File: config.mk
export PLATFORM = sky130hd
export DESIGN_NAME = node_layer_sequencer
export DESIGN_NICKNAME = d
export VERILOG_FILES = /design/src/rtl/node_layer_sequencer.sv
export SDC_FILE = /design/constraint.sdc
export NUM_CORES = 1
export LEC_CHECK = 0
export ABC_CLOCK_PERIOD_IN_PS = 3910
export BUFFER_PORTS_ARGS = -buffer_cell sky130_fd_sc_hd__buf_2
export CAP_MARGIN = 5
export CORE_AREA = 2 2 92 50
export CTS_CLUSTER_SIZE = 12
export DETAILED_ROUTE_END_ITERATION = 8
export DIE_AREA = 0 0 94 52
export GPL_TIMING_DRIVEN = 0
export PLACE_DENSITY = 0.4
export SYNTH_ARGS = -nofsm -noshare
export SYNTH_HDL_FRONTEND = slang
export SYNTH_SLANG_ARGS = --single-unit
File: constraint.sdc
create_clock -name clk -period 3.91 [get_ports clk]
set_input_delay 0.9775 -clock clk [delete_from_list [all_inputs] [get_ports clk]]
set_output_delay 0.9775 -clock clk [all_outputs]
set_load 0.005 [all_outputs]
File: src/rtl/node_layer_sequencer.sv
// node_layer_sequencer: runs one shared MAC datapath over NUM_NODES nodes.
// Each node gets a clear cycle, IMAGE_SIZE accumulate cycles (stallable by
// data_rdy), then a capture cycle that writes the node result to the buffer.
module node_layer_sequencer #(
    parameter int IMAGE_SIZE = 64,
    parameter int NUM_NODES  = 10,
    localparam int NW = (NUM_NODES > 1) ? $clog2(NUM_NODES) : 1
) (
    input  logic          clk,
    input  logic          rst,
    input  logic          go,
    input  logic          abort,
    input  logic          data_rdy,
    output logic          busy,
    output logic          done,
    output logic          acc_clr,
    output logic          acc_hold,
    output logic [6:0]    cnt_val,
    output logic [NW-1:0] node_sel,
    output logic          wr_en,
    output logic [NW-1:0] wr_addr
);

    typedef enum logic [2:0] {
        S_IDLE, S_CLEAR, S_ACCUM, S_CAPTURE, S_DONE
    } state_t;

    localparam logic [6:0]    LAST_CNT  = 7'(IMAGE_SIZE - 1);
    localparam logic [NW-1:0] LAST_NODE = NW'(NUM_NODES - 1);
    localparam logic [NW-1:0] ONE_NODE  = NW'(1);

    state_t state, state_nxt;

    // State register
    always_ff @(posedge clk or posedge rst) begin
        if (rst) state <= S_IDLE;
        else     state <= state_nxt;
    end

    // Next-state logic; abort beats every other transition, including go in IDLE
    always_comb begin
        state_nxt = state;
        if (abort) begin
            state_nxt = S_IDLE;
        end else begin
            case (state)
                S_IDLE:    if (go) state_nxt = S_CLEAR;
                S_CLEAR:   state_nxt = S_ACCUM;
                S_ACCUM:   if (data_rdy && cnt_val == LAST_CNT) state_nxt = S_CAPTURE;
                S_CAPTURE: state_nxt = (node_sel == LAST_NODE) ? S_DONE : S_CLEAR;
                S_DONE:    state_nxt = S_IDLE;
                default:   state_nxt = S_IDLE;
            endcase
        end
    end

    // Term counter and node index; the counter saturates at the last term so
    // it shows IMAGE_SIZE-1 through CAPTURE and is zero again by CLEAR
    always_ff @(posedge clk or posedge rst) begin
        if (rst) begin
            cnt_val  <= '0;
            node_sel <= '0;
        end else if (abort) begin
            cnt_val  <= '0;
            node_sel <= '0;
        end else begin
            case (state)
                S_IDLE: begin
                    cnt_val  <= '0;
                    node_sel <= '0;
                end
                S_ACCUM: begin
                    if (data_rdy && cnt_val != LAST_CNT) cnt_val <= cnt_val + 7'd1;
                end
                S_CAPTURE: begin
                    cnt_val <= '0;
                    if (node_sel != LAST_NODE) node_sel <= node_sel + ONE_NODE;
                end
                S_DONE: begin
                    cnt_val  <= '0;
                    node_sel <= '0;
                end
                default: ;
            endcase
        end
    end

    // Moore outputs; abort masks the write and done pulses in its own cycle
    always_comb begin
        busy     = (state != S_IDLE);
        acc_clr  = (state == S_CLEAR);
        acc_hold = !((state == S_ACCUM) && data_rdy && !abort);
        wr_en    = (state == S_CAPTURE) && !abort;
        wr_addr  = node_sel;
        done     = (state == S_DONE) && !abort;
    end

endmodule

After elaboration in Yosys (flattened, before gate mapping)

Index checks and enable logic that the tools add are counted.

Memory bits (read-only): 0
Output and inout port bits: 20
Input bits: 5
Register bits after elaboration: 14
Latch bits: 0
Memory bits (writable): 0
Memories: 0

Reductions and logical operators: 17
Bitwise operators: 0
Equality and inequality tests: 12
Add/subtract/negate cells: 2
Muxes and demuxes: 11
Multiply operators: 0
$lt $le $gt $ge: 0
Divide/modulo/power cells: 0
Shift operators: 0

Operators with widths:

| operator            | number |
|---|---|
| $mux 7              | 2 |
| $pmux 7 s2          | 1 |
| $mux 3              | 4 |
| $ne 3x3->1 const B  | 4 |
| $pmux 3 s4          | 1 |
| $reduce_bool 3->1   | 3 |
| $mux 4              | 2 |
| $pmux 4 s2          | 1 |
| $add 7x1->7 const B | 1 |
| $eq 7x6->1 const B  | 1 |
| $ne 7x6->1 const B  | 1 |
| $eq 3x2->1 const B  | 2 |
| $logic_and 1x1->1   | 6 |
| $reduce_and 2->1    | 3 |
| $add 4x1->4 const B | 1 |
| $eq 4x4->1 const B  | 1 |
| $ne 4x4->1 const B  | 1 |
| $eq 3x1->1 const B  | 1 |
| $eq 3x3->1 const B  | 1 |
| $logic_not 3->1     | 1 |
| $reduce_or 3->1     | 1 |
| $logic_not 1->1     | 2 |
| $reduce_or 2->1     | 1 |

Longest topological paths before layout

Gate-level depths: netlist of run 1.

Depth in word-level cells: 5
Gate-level depth with buffers: 5
Mapped depth without buffers: 5

Worst setup path before layout of run 1

No wires, ideal clock.

Path type: input to output
From: in abort
To: out done
Arrival: 1.416 ns
Buffers on the path: 1
Setup slack: 1.516 ns
Cell stages on the path: 2
Data required time: 2.933 ns
Path through: buf_2 > nor4b_1

Cells in the longest elaborated chain, start to end: 2

Ends and longest elaborated chain:

| item              | line | RTL |
|---|---|---|
| from (decl)       | 12   | `input logic abort,` |
| $logic_not 1->1   | 95   | `done = (state == S_DONE) && !abort;` |
| $logic_and 1x1->1 | 95   |  |
| to (decl)         | 15   | `output logic done,` |

Every way passes these cells.

Worst setup path after layout of run 1

From: in abort
To: out acc_hold

Cells in the longest elaborated chain, start to end: 3

Ends and longest elaborated chain:

| item              | line | RTL |
|---|---|---|
| $logic_not 1->1   | 92   | `acc_hold = !((state == S_ACCUM) && data_rdy && !abort);` |
| $logic_and 1x1->1 | 92   |  |
| $logic_not 1->1   | 92   |  |
| to (decl)         | 17   | `output logic acc_hold,` |

Every way passes these cells.

==> run summary, run 1 <==
The run finished with clean final reports. After filler insertion, the fill cell instance count of the layout stands at 442. The final total negative setup slack was 0 ns.

Core area: 4150 µm². The height of the chip is 52 µm, and the clock latency at the later pin of the worst-skew pair is 0.25 ns. The post-detailed-route via-to-cell ratio came out at 4.70. Summing internal, switching and leakage power gives 0.000380 W. Summed over all layers, the global routing overflow is 0. The type of destination of the critical path was an output port. In this run, synthesis inferred 0 flip-flops with an integrated enable. The power density over the cells was 316 nW/µm²; the number of vias after detailed routing was 870. The number of gates resized after CTS was 0. Traced cell by cell, the critical path runs through buf_2 > buf_2 > nor2_1 > nand2_1 > buf_2.

The final layout contains 138 nets. The layout cell share with drive strength beyond 1 came out at 0.336. Subtracting the final worst setup slack from the clock period gives 2.66 ns.

The repair_antennas step left the layout with diodes totalling 0. The critical path is of the input pin to output port type. By area the synthesized netlist is led by sky130_fd_sc_hd__dfrtp_1 (36%), sky130_fd_sc_hd__mux2i_1 (5.2%), sky130_fd_sc_hd__nand3_1 (4.6%).

The total number of H-tree levels was 1; the synthesized area divided by synthesized cell count was 9.60 µm². In the routed design, unresolved DRC markers number 0. Summed over all nets, the half-perimeter wirelength after detailed placement is 1890 µm. Of all nets on the critical path, the largest fanout is 10. Leaving out fill and tap cells, the most frequent cells in the layout are sky130_fd_sc_hd__buf_2 (28), sky130_fd_sc_hd__dfrtp_1 (14), sky130_fd_sc_hd__nand3_1 (9). The die width was 94 µm. Final count of negative-setup-slack endpoints: 0. Maximum buffer depth of the clock tree: 2.

The critical path's most frequent cell is sky130_fd_sc_hd__buf_2. Delay of the slowest critical-path stage: 0.21 ns. The largest total area in the synthesized netlist belongs to sky130_fd_sc_hd__dfrtp_1. Setup repair after global routing left no endpoint under its margin.

In this run the tool buffered the top-level ports with 24 buffer cells. The critical path launch point type is an input pin. For the post-route cell area, the log shows 1200 µm². Together, buffers and inverters on the worst path number 3. The endpoint arrival time on the critical path is 1.68 ns. The run gives 4130 µm as the wire length of the first global-routing pass. The run gives 14 as the number of clock sinks.

Area share of the largest cell type after synthesis: 0.361. For the internal reg-to-reg setup slack, the log shows 2.35 ns. The run gives 0 as the max-slew violation count. In the synthesized netlist the dominant register cell turns out to be sky130_fd_sc_hd__dfrtp_1. The relative slew slack was 0.598. The run gives 0.00560 ns as the worst setup skew after layout. The top achievable clock speed was 376 MHz; the number of buffers inserted during clock tree synthesis was 3. The number of flip-flops and latches in the synthesized netlist was 14; the row count was 17.

Area overhead of the layout relative to synthesis: 24.0%. For this design the top-level I/O count stands at 25. The share of synthesized area occupied by flip-flops and latches is 0.361. The count of routing violations after the opening detailed-route iteration came out at 40. The kind of path behind the tightest hold check was flop to flop. The detail route stage leaves a number of antenna-violating nets equal to 0.

The tools report the via count of the first global-routing pass as 798. The die covers 4890 µm². Summed over all cells, the static leakage comes to 0.626 nW.

The data required time of the worst path came out at 2.93 ns. The gate count after technology mapping is 101, and the total placed instance area is 1160 µm². The netlist uses 40 different library cells. Standard cell with the maximum stage delay on the critical path: sky130_fd_sc_hd__nor2_1. Pin count of the biggest net entering global routing: 15. The largest vdd supply drop is 0.000121 V, and the async set or reset register ratio after synthesis is 1.00. Buffers added to address setup during post-CTS repair amount to 0. The hold violation total from the final report came out at 0.

The synthesized area was 970 µm². The tools report the clock tree root buffer cell as sky130_fd_sc_hd__clkbuf_8. The library cell used most frequently in the layout, excluding fill and tap cells, is sky130_fd_sc_hd__buf_2.

The cell family contributing the most delay on the critical path is buffers and inverters. The fraction of the cycle the final worst path needs was 0.681; the total nets after synthesis was 109. For this design, the CTS-stage hold fixing added 0 buffers. Clock-pin slew was measured on the worst setup and hold paths at 0.06 ns. The starting density of the core was 0.234. The logs give 0.570 ns for the smallest hold slack and 0 for the max capacitance violation total.

For the number of synthesis warnings, the log shows 0. The pre-antenna-repair detailed-routing pass consisted of 4 iterations. The routed design has 2590 µm of wire.

In the final routed layout, each cell accounts on average for 14.0 µm. Routability-driven placement finished with a final weighted congestion of 0.743. The initial antenna violation count came out at 0. TritonCTS built the clock tree. The overall track demand over capacity in global routing is 0.114, and the transition time at the pin with the least slew margin is 0.603 ns.
metal layers:
metal  track usage  vias to the layer above  share of wire
met5             0                        -              0
met4        0.0338                        0         0.0058
met3        0.0449                        2          0.063
met2         0.145                       25           0.39
met1         0.171                      421           0.54
li1              -                      422              -
Yosys cell counts, types with 2 or more instances:
master	number
sky130_fd_sc_hd__nor3_1	2
sky130_fd_sc_hd__mux2i_1	5
sky130_fd_sc_hd__nand3_1	9
sky130_fd_sc_hd__buf_6	2
sky130_fd_sc_hd__nor2_1	6
sky130_fd_sc_hd__nor4b_1	2
sky130_fd_sc_hd__dfrtp_1	14
sky130_fd_sc_hd__ha_1	3
sky130_fd_sc_hd__nand2_1	3
sky130_fd_sc_hd__buf_2	4
sky130_fd_sc_hd__nand3b_1	3
sky130_fd_sc_hd__buf_4	5
sky130_fd_sc_hd__and4_1	2
sky130_fd_sc_hd__o211ai_1	3
sky130_fd_sc_hd__or3_1	4
sky130_fd_sc_hd__inv_1	6
sky130_fd_sc_hd__o21ai_0	2
sky130_fd_sc_hd__and3_1	3
sky130_fd_sc_hd__mux2_4	2
per-stage QoR:
stage                     worst slack [ns]  utilization  cells
after floorplan                       1.52            -    101
after global placement                1.25        0.280    182
after detailed placement              1.23        0.280    182
after CTS                             1.23        0.290    185
after global routing                  1.16        0.290    185
final                                 1.25        0.290    185
worst paths after layout:
path | end | start | cells after the start
max | acc_hold | abort | 5
min | cnt_val[4]$_DFFE_PP0P_ | cnt_val[4]$_DFFE_PP0P_ | 1
max reg2reg | node_sel[1]$_DFFE_PP0P_ | node_sel[1]$_DFFE_PP0P_ | 5
min reg2reg | cnt_val[4]$_DFFE_PP0P_ | cnt_val[4]$_DFFE_PP0P_ | 1
max in group asynchronous | cnt_val[3]$_DFFE_PP0P_ | rst | 2
min in group asynchronous | node_sel[1]$_DFFE_PP0P_ | rst | 2
state kept, by name, summed over array words and instances (netlist names):
signal / count
cnt_val: 7
node_sel: 4
state: 3
where the power goes:
group / switching [W] / internal (W) / leakage [nW]
clock network: 0.0000542 / 0.0000683 / 0.0216
logic: 0.0000494 / 0.0000451 / 0.412
registers: 0.0000114 / 0.000152 / 0.193
cell families after synthesis:
kind of cell             share of synthesized area
AND/OR/NAND/NOR                              0.254
buffers and inverters                        0.110
AO/OA/AOI/OAI                                0.133
flip-flops                                   0.361
multiplexers                                0.0942
adder cells (fa/ha/maj)                     0.0387
XOR/XNOR                                   0.00903
cell type report:
class / count / area [µm²] / share of cell area
flip-flops and latches: 14 / 350 / 0.291
well taps: 57 / 71.3 / 0.0593
inverters: 7 / 26.3 / 0.0219
plain buffers: 11 / 80.1 / 0.0666
multi-input cells: 69 / 513 / 0.427
clock buffers: 3 / 41.3 / 0.0343
repair buffers: 24 / 120 / 0.0999
No activity file was read; power rests on OpenSTA's default activity.
==> inputs of run 2 (changes only) <==
- ABC_CLOCK_PERIOD_IN_PS: 3910 -> 2200
- PLACE_DENSITY: 0.4 -> 0.42
- clock period: 3.91 -> 2.2 ns (I/O delays scaled with it)
==> run summary, run 2 (synthesized netlist as in run 1, its figures left out) <==
The run finished with clean final reports. The max capacitance violation total was 0 (unchanged). TritonCTS built the clock tree. The tools report the endpoint of the most critical register-to-register path as node_sel[0]$_DFFE_PP0P_ (was node_sel[1]$_DFFE_PP0P_). The layout cell share with drive strength beyond 1 was 0.336 (unchanged); the number of buffers added to fix hold violations after cts was 0 (unchanged).

For the final antenna-violating net count, the log shows 0 (unchanged). The logs give 0.24 ns (was 0.25 ns) for the clock latency at the later pin of the worst-skew pair and 25 (unchanged) for the count of pins on the block boundary. Switching power: 0.000194 W (was 0.000115 W). The tools report the clock tree root buffer cell as sky130_fd_sc_hd__clkbuf_8 (unchanged). Most used cells in the layout excluding fill and tap cells: sky130_fd_sc_hd__buf_2 (28), sky130_fd_sc_hd__dfrtp_1 (14), sky130_fd_sc_hd__nand3_1 (9) (unchanged). The time the worst path needs with I/O delays and setup is 1.91 ns, and the final total negative setup slack is 0 ns (unchanged). Maximum fanout along the worst path: 10 (unchanged). Kind of critical path: flop to output port (was input pin to output port). Leading cell type in the layout, fill and taps excluded: sky130_fd_sc_hd__buf_2 (unchanged). The initial antenna violation count was 0 (unchanged).

The detail-routed net length per standard cell was 13.1 µm (was 14.0 µm); the power density over the cells was 553 nW/µm² (was 316 nW/µm²). The tools report the overall track demand over capacity in global routing as 0.111 (was 0.114). The tools report the count of TritonRoute iterations in the first routing pass as 4 (unchanged). The reg-to-reg critical path startpoint is node_sel[0]$_DFFE_PP0P_ (was node_sel[1]$_DFFE_PP0P_). For the total number of H-tree levels, the log shows 1 (unchanged).

The kind of path behind the tightest hold check is input pin to async pin (was flop to flop). The number of flip-flops under the largest register name works out to 7 (unchanged). The number of diodes added for antenna fixing is 0 (unchanged), and the top achievable clock speed is 524 MHz. The run gives 3 (unchanged) as the number of buffers inserted during clock tree synthesis.

Register with the most flip-flops: cnt_val (unchanged). The worst setup skew after layout was 0.00553 ns (was 0.00560 ns); the clock group share of total power was 0.314 (was 0.322). The tools report the total congestion overflow as 0 (unchanged). The data required time of the worst path was 1.65 ns (was 2.93 ns). For the largest vdd supply drop, the log shows 0.000181 V (was 0.000121 V). The wire length reported by the detailed router is 2430 µm (was 2590 µm), and the maximum buffer depth of the clock tree is 2 (unchanged). The count of port buffers added during placement is 24 (unchanged).

The leakage power figure came out at 0.626 nW (unchanged). The hold violation total from the final report was 0 (unchanged). For the pin count of the biggest net entering global routing, the log shows 15 (unchanged).

The number of clock sinks is 14 (unchanged). The run gives 0.620 (was 0.598) as the relative slew slack. The number of design rule violations left after detail routing is 0 (unchanged), and the net count reported at finish is 138 (unchanged).

The run gives 0.437 (was 0.429) as the sequential fraction of design power. The logs give 0.234 (unchanged) for the starting density of the core and 731 (was 798) for the via count of the first global-routing pass. The run gives 0.67 ns (was 2.35 ns) as the internal reg-to-reg setup slack.

The area overhead of the layout relative to synthesis came out at 24.0% (unchanged). The die width is 94 µm (unchanged). The switching portion of total power is 0.292 (was 0.302), and the max-slew violation count is 0 (unchanged). The transition time at the pin with the least slew margin works out to 0.569 ns (was 0.603 ns). The fraction of the cycle the final worst path needs was 0.867; the endpoint arrival time on the critical path was 1.36 ns (was 1.68 ns). The post-cts sizing count is 0 (unchanged), and the relative contribution of combinational cells to total power is 0.249 (about the same). The height of the chip works out to 52 µm (unchanged). The post-detailed-route via-to-cell ratio was 4.45 (was 4.70).

The total design power was 0.000665 W (was 0.000380 W); the number of cells on the worst reg-to-reg path was 4 (was 5). The wire length of the first global-routing pass came out at 4000 µm (was 4130 µm). The clock transition at the register clock pins on the worst setup and hold paths after CTS was 0.06 ns (about the same). Detailed placer's ending HPWL: 1830 µm (was 1890 µm).

The weighted congestion at the end of routability-driven global placement is 0.769 (was 0.743). The final count of negative-setup-slack endpoints is 0 (unchanged). The tools report the type of destination of the critical path as an output port (unchanged). The tools report the count of routing violations after the opening detailed-route iteration as 56 (was 40).

Critical path launch point type: a flop (was an input pin). Number of vias after detailed routing: 823 (was 870). Source of the critical timing path: state[0]$_DFFE_PP0P_ (was abort).

The post-CTS setup buffer count is 0 (unchanged), and the core area is 4150 µm² (unchanged). The row count was 17 (unchanged). Largest registers: cnt_val: 7 flops, node_sel: 4 flops, state: 3 flops (unchanged). The die outline area was 4890 µm² (unchanged). The internal cell power came out at 0.000471 W (was 0.000265 W). Setup repair after global routing left no endpoint under its margin.
run 2: cell counts in the layout (fill, tap and decap cells not counted):
Identical to the previous run, type by type.
run 2: power groups by stage:
stage	clock network, W	logic, W	registers (W)
2_1_floorplan	0	0.000119	0.000290
3_3_place_gp	0	0.000168	0.000295
3_5_place_dp	0	0.000168	0.000295
4_1_cts	0.000221	0.000168	0.000291
5_1_grt	0.000234	0.000187	0.000293
6_report	0.000209	0.000166	0.000291
run 2: stage by stage:
stage / util / std cells / hold slack (ns) / worst slack, ns / instance area, µm²
floorplan: - / 101 / 0.439 / 0.661 / 970
global placement: 0.280 / 182 / 0.539 / 0.394 / 1160
detailed placement: 0.280 / 182 / 0.539 / 0.387 / 1160
CTS: 0.290 / 185 / 0.382 / 0.265 / 1200
global route: 0.290 / 185 / 0.406 / 0.194 / 1200
finish: 0.290 / 185 / 0.354 / 0.293 / 1200
run 2: worst max-delay path by stage:
stage / to / slack [ns] / cells past startpoint
after floorplan: done / 0.66 / 2
after global placement: acc_hold / 0.39 / 5
after detailed placement: acc_hold / 0.39 / 5
after CTS: done / 0.27 / 3
after global routing: done / 0.19 / 3
final: done / 0.29 / 3
run 2: worst max-delay path, cell delays in order, from the launching register on:
cell                      delay (ns)
sky130_fd_sc_hd__dfrtp_1        0.44
sky130_fd_sc_hd__buf_2          0.22
sky130_fd_sc_hd__nor4b_1        0.29
sky130_fd_sc_hd__buf_2          0.16
run 2: cell type report:
cell class	instances	area [µm²]
tap	57	71.3
multi-input combinational	69	513
timing repair buffer	24	120
inverter	7	26.3
clock buffer	3	41.3
sequential	14	350
fill	449	2950
buffer	11	80.1
run 2: routing by layer:
layer / share of wire / track usage / wire, µm / up-vias
met5: 0 / 0 / 0 / -
li1: - / - / - / 424
met4: 0.0058 / 0.0290 / 14 / 0
met2: 0.35 / 0.125 / 842 / 22
met3: 0.056 / 0.0449 / 135 / 2
met1: 0.59 / 0.179 / 1440 / 375
==> inputs of run 3 (changes only) <==
- ABC_AREA: default -> 1
- CORE_AREA: 2 2 92 50 -> 2 2 93 50
- DIE_AREA: 0 0 94 52 -> 0 0 95 52
==> run summary, run 3 <==
The flow ran to the end, and the final reports show no timing, DRC or antenna violations. The detail-routed net length per standard cell works out to 12.6 µm (was 13.1 µm). The kind of path behind the tightest hold check is input pin to async pin (unchanged). The run gives 2700 µm (was 2430 µm) as the wire length reported by the detailed router. Clock tree root buffer cell: sky130_fd_sc_hd__clkbuf_8 (unchanged).

The gate count after technology mapping was 130 (was 101). The final count of negative-setup-slack endpoints was 0 (unchanged); the number of vias after detailed routing was 943 (was 823). The switching portion of total power was 0.346 (was 0.292); the post-route cell area was 1250 µm² (was 1200 µm²). Smallest hold slack: 0.359 ns (was 0.354 ns). The share of synthesized area occupied by flip-flops and latches is 0.350 (was 0.361). The endpoint arrival time on the critical path was 1.35 ns (was 1.36 ns).

The detailed placer's ending HPWL was 2080 µm (was 1830 µm); the time the worst path needs with I/O delays and setup was 1.90 ns (was 1.91 ns). The pin count of the biggest net entering global routing is 15 (unchanged), and the async set or reset register ratio after synthesis is 1.00 (unchanged). The run gives 1000 µm² (was 970 µm²) as the synthesized area. Overall track demand over capacity in global routing: 0.122 (was 0.111).

Largest registers: cnt_val: 7 flops, node_sel: 4 flops, state: 3 flops (unchanged). Sequential fraction of design power: 0.378 (was 0.437). The count of port buffers added during placement is 24 (unchanged).

The tools report the core area as 4190 µm² (was 4150 µm²). The switching power was 0.000274 W (was 0.000194 W); the count of TritonRoute iterations in the first routing pass was 4 (unchanged). The worst setup skew after layout was 0.00660 ns (was 0.00553 ns). For the starting density of the core, the log shows 0.239 (was 0.234). The initial antenna violation count is 0 (unchanged), and the via count of the first global-routing pass is 891 (was 731). The fraction of the cycle the final worst path needs was 0.863 (was 0.867).

The dominant cell type by area after synthesis was sky130_fd_sc_hd__dfrtp_1 (unchanged). The tools report the final total negative setup slack as 0 ns (unchanged). The total nets after synthesis was 138 (was 109). The logs give 0 (unchanged) for the post-cts sizing count and 0.292 (was 0.249) for the relative contribution of combinational cells to total power. The die width is 95 µm (was 94 µm). The top achievable clock speed is 526 MHz (was 524 MHz). Number of clock sinks: 14 (unchanged). TritonCTS built the clock tree. Number of buffers inserted during clock tree synthesis: 3 (unchanged). Number of flip-flops and latches in the synthesized netlist: 14 (unchanged).

The net count reported at finish was 167 (was 138); the total number of H-tree levels was 1 (unchanged). The logs give 1190 µm² (was 1160 µm²) for the total placed instance area and 0.648 nW (was 0.626 nW) for the leakage power figure. The area overhead of the layout relative to synthesis works out to 24.7% (was 24.0%).

The number of buffers added to fix hold violations after cts is 0 (unchanged), and the number of distinct standard cells referenced by the synthesized netlist is 26 (was 40). For the hold violation total from the final report, the log shows 0 (unchanged). The register with the most flip-flops was cnt_val (unchanged).

The tools report the number of synthesis warnings as 0 (unchanged). The relative slew slack is 0.595 (was 0.620), and the layout cell share with drive strength beyond 1 is 0.361 (was 0.336). The wire length of the first global-routing pass was 4320 µm (was 4000 µm); the transition time at the pin with the least slew margin was 0.607 ns (was 0.569 ns). The height of the chip came out at 52 µm (unchanged). The flip-flop cell with the highest count after synthesis is sky130_fd_sc_hd__dfrtp_1 (unchanged). The post-detailed-route via-to-cell ratio is 4.39 (was 4.45). The run gives 0.0435 (was 0.0449) as the global-route met3 utilization.

The maximum fanout along the worst path is 9 (was 10). The synthesized area divided by synthesized cell count works out to 7.69 µm² (was 9.60 µm²). Leading cell types by total area after synthesis: sky130_fd_sc_hd__dfrtp_1 (35%), sky130_fd_sc_hd__nand2_1 (10%), sky130_fd_sc_hd__nand3_1 (8.0%) (was sky130_fd_sc_hd__dfrtp_1 (36%), sky130_fd_sc_hd__mux2i_1 (5.2%), sky130_fd_sc_hd__nand3_1 (4.6%)). The met2 routing resource usage after global routing is 0.155 (was 0.125), and the internal cell power is 0.000518 W (was 0.000471 W). Clock latency at the later pin of the worst-skew pair: 0.25 ns (was 0.24 ns).

The max capacitance violation total is 0 (unchanged), and the clock group share of total power is 0.330 (was 0.314). The weighted congestion at the end of routability-driven global placement came out at 0.806 (was 0.769). The run gives 0 (unchanged) as the number of diodes added for antenna fixing. The highest-utilization routing layer at the global route stage is met1 (unchanged). The post-CTS setup buffer count is 0 (unchanged). Leading cell type in the layout, fill and taps excluded: sky130_fd_sc_hd__nand2_1 (was sky130_fd_sc_hd__buf_2). Count of routing violations after the opening detailed-route iteration: 28 (was 56).

The largest vdd supply drop was 0.000171 V (was 0.000181 V). The tools report the critical path launch point type as a flop (unchanged). For the number of design rule violations left after detail routing, the log shows 0 (unchanged).

The tools report the die outline area as 4940 µm² (was 4890 µm²). The clock transition at the register clock pins on the worst setup and hold paths after CTS works out to 0.07 ns (was 0.06 ns). The run gives 0 (unchanged) as the max-slew violation count.

The run gives 0 (unchanged) as the final antenna-violating net count. The kind of critical path was flop to output port (unchanged). The area share of the largest cell type after synthesis is 0.350 (was 0.361), and the total congestion overflow is 0 (unchanged). The most frequent cell after synthesis is sky130_fd_sc_hd__nand2_1 (was sky130_fd_sc_hd__dfrtp_1). The tools report the type of destination of the critical path as an output port (unchanged). The data required time of the worst path was 1.65 ns (about the same). Most used cells in the layout excluding fill and tap cells: sky130_fd_sc_hd__nand2_1 (27), sky130_fd_sc_hd__buf_2 (24), sky130_fd_sc_hd__nand3_1 (16) (was sky130_fd_sc_hd__buf_2 (28), sky130_fd_sc_hd__dfrtp_1 (14), sky130_fd_sc_hd__nand3_1 (9)). Count of pins on the block boundary: 25 (unchanged).

The number of filler cells placed in the layout is 456 (was 449). The row count is 17 (unchanged), and the met1 demand-to-capacity share in global routing is 0.180 (was 0.179). The power density over the cells was 635 nW/µm² (was 553 nW/µm²).

Setup repair after global routing left no endpoint under its margin. Leading post-synthesis cells by instance count: sky130_fd_sc_hd__nand2_1 (27), sky130_fd_sc_hd__nand3_1 (16), sky130_fd_sc_hd__dfrtp_1 (14) (was sky130_fd_sc_hd__dfrtp_1 (14), sky130_fd_sc_hd__nand3_1 (9), sky130_fd_sc_hd__inv_1 (6), sky130_fd_sc_hd__nor2_1 (6)). The number of flip-flops under the largest register name is 7 (unchanged). The number of synthesized flops with an enable pin was 0 (unchanged). The tools report the internal reg-to-reg setup slack as 0.65 ns (was 0.67 ns). Maximum buffer depth of the clock tree: 2 (unchanged).
## run 3: path summary, 6_finish.rpt
check,startpoint,to,cells past startpoint
worst min-delay path,rst,state[1]$_DFFE_PP0P_,2
worst max-delay path,state[1]$_DFFE_PP0P_,acc_hold,6
worst max register to register,cnt_val[1]$_DFFE_PP0P_,cnt_val[6]$_DFFE_PP0P_,10
worst min register to register,cnt_val[1]$_DFFE_PP0P_,cnt_val[1]$_DFFE_PP0P_,2
max in group asynchronous,rst,cnt_val[2]$_DFFE_PP0P_,2
min in group clk,abort,state[2]$_DFFE_PP0P_,2
## run 3: power groups by stage
stage	Combinational, W	Clock (W)	Sequential [W]
detailed placement	0.000231	0	0.000303
global placement	0.000228	0	0.000302
global route	0.000254	0.000285	0.000302
floorplan	0.000156	0	0.000300
CTS	0.000232	0.000274	0.000298
finish	0.000232	0.000261	0.000299
## run 3: critical path, stage by stage (launching register included)
cell and delay (ns):
sky130_fd_sc_hd__dfrtp_1 0.40, sky130_fd_sc_hd__inv_2 0.08, sky130_fd_sc_hd__nor2_4 0.09, sky130_fd_sc_hd__inv_2 0.05, sky130_fd_sc_hd__nor2_4 0.22, sky130_fd_sc_hd__nand3_1 0.11
sky130_fd_sc_hd__buf_2 0.14
## run 3: through the flow
stage | util | total power [W] | setup slack [ns] | std cells
2_1_floorplan | - | 0.000456 | 0.740 | 130
3_3_place_gp | 0.284 | 0.000531 | 0.360 | 211
3_5_place_dp | 0.284 | 0.000533 | 0.371 | 211
4_1_cts | 0.297 | 0.000804 | 0.295 | 215
5_1_grt | 0.297 | 0.000841 | 0.197 | 215
6_report | 0.297 | 0.000792 | 0.301 | 215
## run 3: cells by family after synthesis
logic type,count (synthesis),share of synthesized area
AND/OR/NAND/NOR,80,0.424
flip-flops,14,0.350
AO/OA/AOI/OAI,9,0.0651
buffers and inverters,22,0.105
adder cells (fa/ha/maj),3,0.0376
XOR/XNOR,2,0.0175
## run 3: final cells by class
class,instances,area [µm²],share of cell area
Buffer,5,41.3,0.0331
Clock buffer,4,55.1,0.0442
Inverter,17,63.8,0.0512
Multi-Input combinational cell,94,544,0.437
Sequential cell,14,350,0.281
Tap cell,57,71.3,0.0572
Timing Repair Buffer,24,120,0.0964
## run 3: routing by layer
| layer | routed length (µm) | vias to the layer above |
|---|---|---|
| met1 | 1480 | 437 |
| met2 | 1030 | 27 |
| met5 | 0 | - |
| li1 | - | 474 |
| met4 | 28 | 0 |
| met3 | 166 | 5 |
